<file path="config.mk">
export PLATFORM = sky130hd
export DESIGN_NAME = bram_stream_fifo
export DESIGN_NICKNAME = d
export VERILOG_FILES = /design/src/rtl/bram_stream_fifo.sv
export SDC_FILE = /design/constraint.sdc
export NUM_CORES = 1
export LEC_CHECK = 0
export ABC_AREA = 1
export CAP_MARGIN = 0
export CORE_MARGIN = 1
export CORE_UTILIZATION = 35
export DETAILED_ROUTE_END_ITERATION = 6
export GPL_TIMING_DRIVEN = 1
export PLACE_DENSITY = 0.56
export SLEW_MARGIN = 10
export SYNTH_ARGS = -nofsm -noshare
export SYNTH_HDL_FRONTEND = slang
export SYNTH_SLANG_ARGS = --single-unit
</file>
<file path="constraint.sdc">
create_clock -name clk -period 11.05 [get_ports clk]
set_input_delay 1.6575 -clock clk [delete_from_list [all_inputs] [get_ports clk]]
set_output_delay 1.6575 -clock clk [all_outputs]
set_load 0.02 [all_outputs]
</file>
<file path="src/rtl/bram_stream_fifo.sv">
// Ring-buffer FIFO controller in front of a dual-port block RAM with registered read data.
// A two-entry head/skid buffer absorbs the read latency so both streams sustain one byte per cycle.
module bram_stream_fifo #(
  parameter int ADDR_BITS = 11,
  parameter int DATA_W    = 8
) (
  input  logic                 clk,
  input  logic                 rst_n,
  input  logic [DATA_W-1:0]    s_data,
  input  logic                 s_valid,
  output logic                 s_ready,
  output logic [DATA_W-1:0]    m_data,
  output logic                 m_valid,
  input  logic                 m_ready,
  output logic [ADDR_BITS+1:0] level,
  output logic                 wren,
  output logic [ADDR_BITS-1:0] wraddress,
  output logic [DATA_W-1:0]    data_in,
  output logic                 oen,
  output logic [ADDR_BITS-1:0] rdaddress,
  input  logic [DATA_W-1:0]    data_out
);

  localparam logic [ADDR_BITS:0] DEPTH = (ADDR_BITS+1)'(1) << ADDR_BITS;

  logic [ADDR_BITS:0]   wr_ptr_q, wr_ptr_d, rd_ptr_q, rd_ptr_d;
  logic [ADDR_BITS:0]   mem_count, mem_count_d;
  logic                 inflight_q;
  logic [1:0]           occ_q, occ_d;
  logic                 s_ready_q, s_ready_d;
  logic [ADDR_BITS+1:0] level_q, level_d;
  logic [DATA_W-1:0]    head_q, skid_q;
  logic                 push, pop, issue, cap;
  logic [2:0]           pending;

  assign push    = s_valid & s_ready_q;
  assign m_valid = (occ_q != 2'd0);
  assign pop     = m_valid & m_ready;
  assign cap     = inflight_q;

  // Entries that will occupy the buffer once the in-flight read lands, net of this cycle's pop.
  assign pending   = {1'b0, occ_q} + {2'b00, inflight_q} - {2'b00, pop};
  assign mem_count = wr_ptr_q - rd_ptr_q;
  assign issue     = (mem_count != '0) && (pending < 3'd2);

  assign wr_ptr_d    = wr_ptr_q + (ADDR_BITS+1)'(push);
  assign rd_ptr_d    = rd_ptr_q + (ADDR_BITS+1)'(issue);
  assign mem_count_d = wr_ptr_d - rd_ptr_d;
  assign s_ready_d   = (mem_count_d < DEPTH);

  always_comb begin
    occ_d = occ_q;
    case ({pop, cap})
      2'b10:   occ_d = occ_q - 2'd1;
      2'b01:   occ_d = occ_q + 2'd1;
      default: occ_d = occ_q;
    endcase
  end

  assign level_d = {1'b0, mem_count_d} + (ADDR_BITS+2)'(issue) + (ADDR_BITS+2)'(occ_d);

  always_ff @(posedge clk or negedge rst_n) begin
    if (!rst_n) begin
      wr_ptr_q   <= '0;
      rd_ptr_q   <= '0;
      inflight_q <= 1'b0;
      occ_q      <= 2'd0;
      s_ready_q  <= 1'b0;
      level_q    <= '0;
    end else begin
      wr_ptr_q   <= wr_ptr_d;
      rd_ptr_q   <= rd_ptr_d;
      inflight_q <= issue;
      occ_q      <= occ_d;
      s_ready_q  <= s_ready_d;
      level_q    <= level_d;
    end
  end

  // Head always holds the oldest byte; skid only fills while head is waiting on the consumer.
  always_ff @(posedge clk) begin
    if (cap && ((occ_q == 2'd0) || ((occ_q == 2'd1) && pop)))
      head_q <= data_out;
    else if (pop && (occ_q == 2'd2))
      head_q <= skid_q;
    if (cap && (((occ_q == 2'd1) && !pop) || ((occ_q == 2'd2) && pop)))
      skid_q <= data_out;
  end

  assign s_ready   = s_ready_q;
  assign m_data    = head_q;
  assign level     = level_q;
  assign wren      = push;
  assign wraddress = wr_ptr_q[ADDR_BITS-1:0];
  assign data_in   = s_data;
  assign oen       = issue;
  assign rdaddress = rd_ptr_q[ADDR_BITS-1:0];

endmodule

</file>
==> impl_metrics.tcl <==
set metrics [dict create \
    cts_max_path_buffers 2 \
    vias_per_cell 4.60 \
    portBuffers 58 \
    final-setup-viol-count 0 \
    required_ns 9.39 \
    holdPathEnd "wr_ptr_q[11]$_DFF_PN0_" \
    hold_depth 1 \
    cts_root_buf "clkbuf_16" \
    rows 39 \
    grt_use_total_pct 16.4 \
    die_x_microns 111 \
    min_period_ns 6.08 \
    grt_pass1_wl_mm 16.1 \
    skew_ns 0.0104 \
    avgSynthCellArea_sq_um 7.67 \
    critPathMaxFanout 4 \
    critPathCaptureType "output port" \
    clkSlewWorstSetupHoldPaths_ns 0.05 \
    dr_total_vias 3347 \
    start_util_pct 36.1 \
    drt_iter0_drc 180 \
    ctsHoldBuffers 0 \
    leakagePower_nw 2.42 \
    core_sq_um 11500 \
    hold_violations 0 \
    p_per_area_nw_per_um2 258 \
    drc 0 \
    syn-num-nets 588 \
    cts_made_buffers 9 \
    criticalPathCategory "primary input to output port" \
    fmaxAchievable_mhz 165 \
    finalSetupTns_ns 0 \
    worstMarginPinSlew_ns 1.11 \
    wire_per_inst_microns 12.6 \
    synth-warning-count 0 \
    grt_max_degree 42 \
    critPathLaunchType "primary input" \
    ys_types 31 \
    first_pass_iters 4 \
    cts.sinks 57 \
    rsz0062_at_grt "no" \
    drive_above_1_share_pct 11.6 \
    reg2reg_to "level[11]$_DFF_PN0_" \
    netlist_area_sq_um 4140 \
    peakVddDrop_v 0.000184 \
    fin_crit_sh_pct 55.0 \
    ctsHtreeMaxLevel 3 \
    fin_nets 628 \
    ctsResizeCount 0 \
    antenna_found_initial 0 \
    arrival_ns 4.42 \
    overflow 0 \
    place_hpwl_mm 7.24 \
    drtAntennaViolNets 0 \
    hold_path.startpoint "wr_ptr_q[11]$_DFF_PN0_" \
    die_h_microns 111 \
    diodes 0 \
    ys_seq_area_share_pct 36.4 \
    cts_tree "yes" \
    grt_pass1_vias 3431 \
    synth-seq-cells 57 \
    drv_cap 0 \
    r2r_slack_ns 5.92 \
    synth_cells 540 \
    status "complete, no violations" \
    routed_wl_mm 9.19 \
    fin_util_pct 43.6 \
    r2r-start "rd_ptr_q[1]$_DFF_PN0_" \
    holdCritPathClass "register to register" \
    ios 75 \
    die_area_sq_um 12300 \
    area_growth_pct 20.8 \
    cts_setup_buffers 0 \
    nFillCells 1124 \
    reg2reg_depth 31 \
    finalMaxSlewViolations 0 \
    clk_latency_ns 0.34 \
    worst_slew_margin_rel_pct 25.5 \
    gp_congestion 0.811 \
]
synthesized netlist by cell type:
cell type / count / area (sq um)
a211oi_1: 1 / 7.51
buf_4: 30 / 225
o21bai_1: 2 / 15.0
edfxtp_1: 16 / 480
nand4_1: 8 / 50.1
fa_1: 3 / 60.1
and2_1: 2 / 12.5
xnor2_1: 10 / 87.6
xor2_1: 14 / 123
mux2_2: 8 / 90.1
o21ai_1: 1 / 5.00
a21oi_1: 14 / 70.1
ha_1: 25 / 313
a21o_1: 1 / 7.51
dfrtp_1: 41 / 1030
clkinv_1: 1 / 3.75
nor3_2: 2 / 20.0
or2_2: 1 / 6.26
nor3b_1: 1 / 7.51
nor2_1: 31 / 116
nand3_1: 45 / 225
nand3_2: 3 / 30.0
nand3b_1: 2 / 15.0
nor3_1: 4 / 20.0
inv_2: 5 / 18.8
nand2_2: 21 / 131
o21ai_0: 7 / 35.0
inv_1: 77 / 289
nand2_1: 154 / 578
nor2_2: 8 / 50.1
nor2_4: 2 / 22.5
where the power goes:
group          total (mW)  internal, mW  switching, mW
clock network       0.302         0.199          0.103
logic               0.668         0.273          0.395
registers           0.319         0.287         0.0316
total                1.29         0.759          0.530
sequential cells by signal (all words and copies together), names as in the netlist:
name,flops
wr_ptr_q,12
m_data,8
skid_q,8
s_ready,1
rd_ptr_q,12
cap,1
level,13
occ_q,2
area by class of cell:
type,count,area [sq um],area share [%]
Clock buffer,9,225,4.50
Clock inverter,7,101,2.02
Inverter,83,312,6.23
Multi-Input combinational cell,370,2100,41.9
Sequential cell,57,1510,30.1
Tap cell,143,179,3.58
Timing Repair Buffer,59,583,11.6
worst max-delay path, stage by stage:
cell and delay [ns]:
clkdlybuf4s50_1 0.48, inv_1 0.04, nor2_1 0.20, ha_1 0.29
nor2_1 0.17, fa_1 0.44, nor3b_1 0.23, nand2_1 0.13
inv_1 0.13, clkdlybuf4s50_1 0.65
worst max-delay path by stage:
stage,startpoint,endpoint,slack (ns),cells after the start
5_1_grt,m_ready,level[11]$_DFF_PN0_,4.68,31
2_1_floorplan,m_ready,level[11]$_DFF_PN0_,5.57,25
3_5_place_dp,m_ready,level[11]$_DFF_PN0_,4.76,26
4_1_cts,m_ready,oen,4.94,10
3_3_place_gp,m_ready,level[11]$_DFF_PN0_,4.94,26
6_report,m_ready,oen,4.97,10
per-layer routing:
layer	track usage (%)	share of wire (%)	up-vias	wire length (microns)
met2	27.3	48	46	4420
met4	5.07	0.90	0	83
met3	4.37	3.6	13	334
li1	-	-	1752	-
met1	20.6	47	1536	4350
met5	0	0	-	0
cells in the final DEF (no fill, tap or decap), types with 3 or more instances in the layout:
cell,n
nand3_1,45
ha_1,25
a21oi_1,14
inv_2,5
o21ai_0,7
nand4_1,8
clkbuf_16,9
edfxtp_1,16
mux2_2,8
nand2_1,154
nand2_2,21
nor3_1,4
nand3_2,3
fa_1,3
dfrtp_1,41
nor2_2,8
inv_1,77
xnor2_1,10
clkdlybuf4s50_1,57
nor2_1,31
xor2_1,14
per-stage QoR:
stage                     power, mW  worst slack (ns)  cell area, sq um  hold WS (ns)  instances
after floorplan               0.812              5.57              4140         0.503        540
after global placement        0.981              4.94              4680         0.525        712
after detailed placement      0.998              4.76              4680         0.530        712
after CTS                      1.31              4.94              5000         0.540        728
after global routing           1.42              4.68              5000         0.574        728
final                          1.29              4.97              5000         0.539        728
kinds of logic after synthesis:
kind of cell	after synthesis	synth area share, %
simple gates	284	31.0
buf+inv	113	13.0
compound gates	26	3.38
fa+ha+maj	28	9.00
mux	8	2.18
xor+xnor	24	5.08
flops	57	36.4
Power figures use the tool's default switching activity.
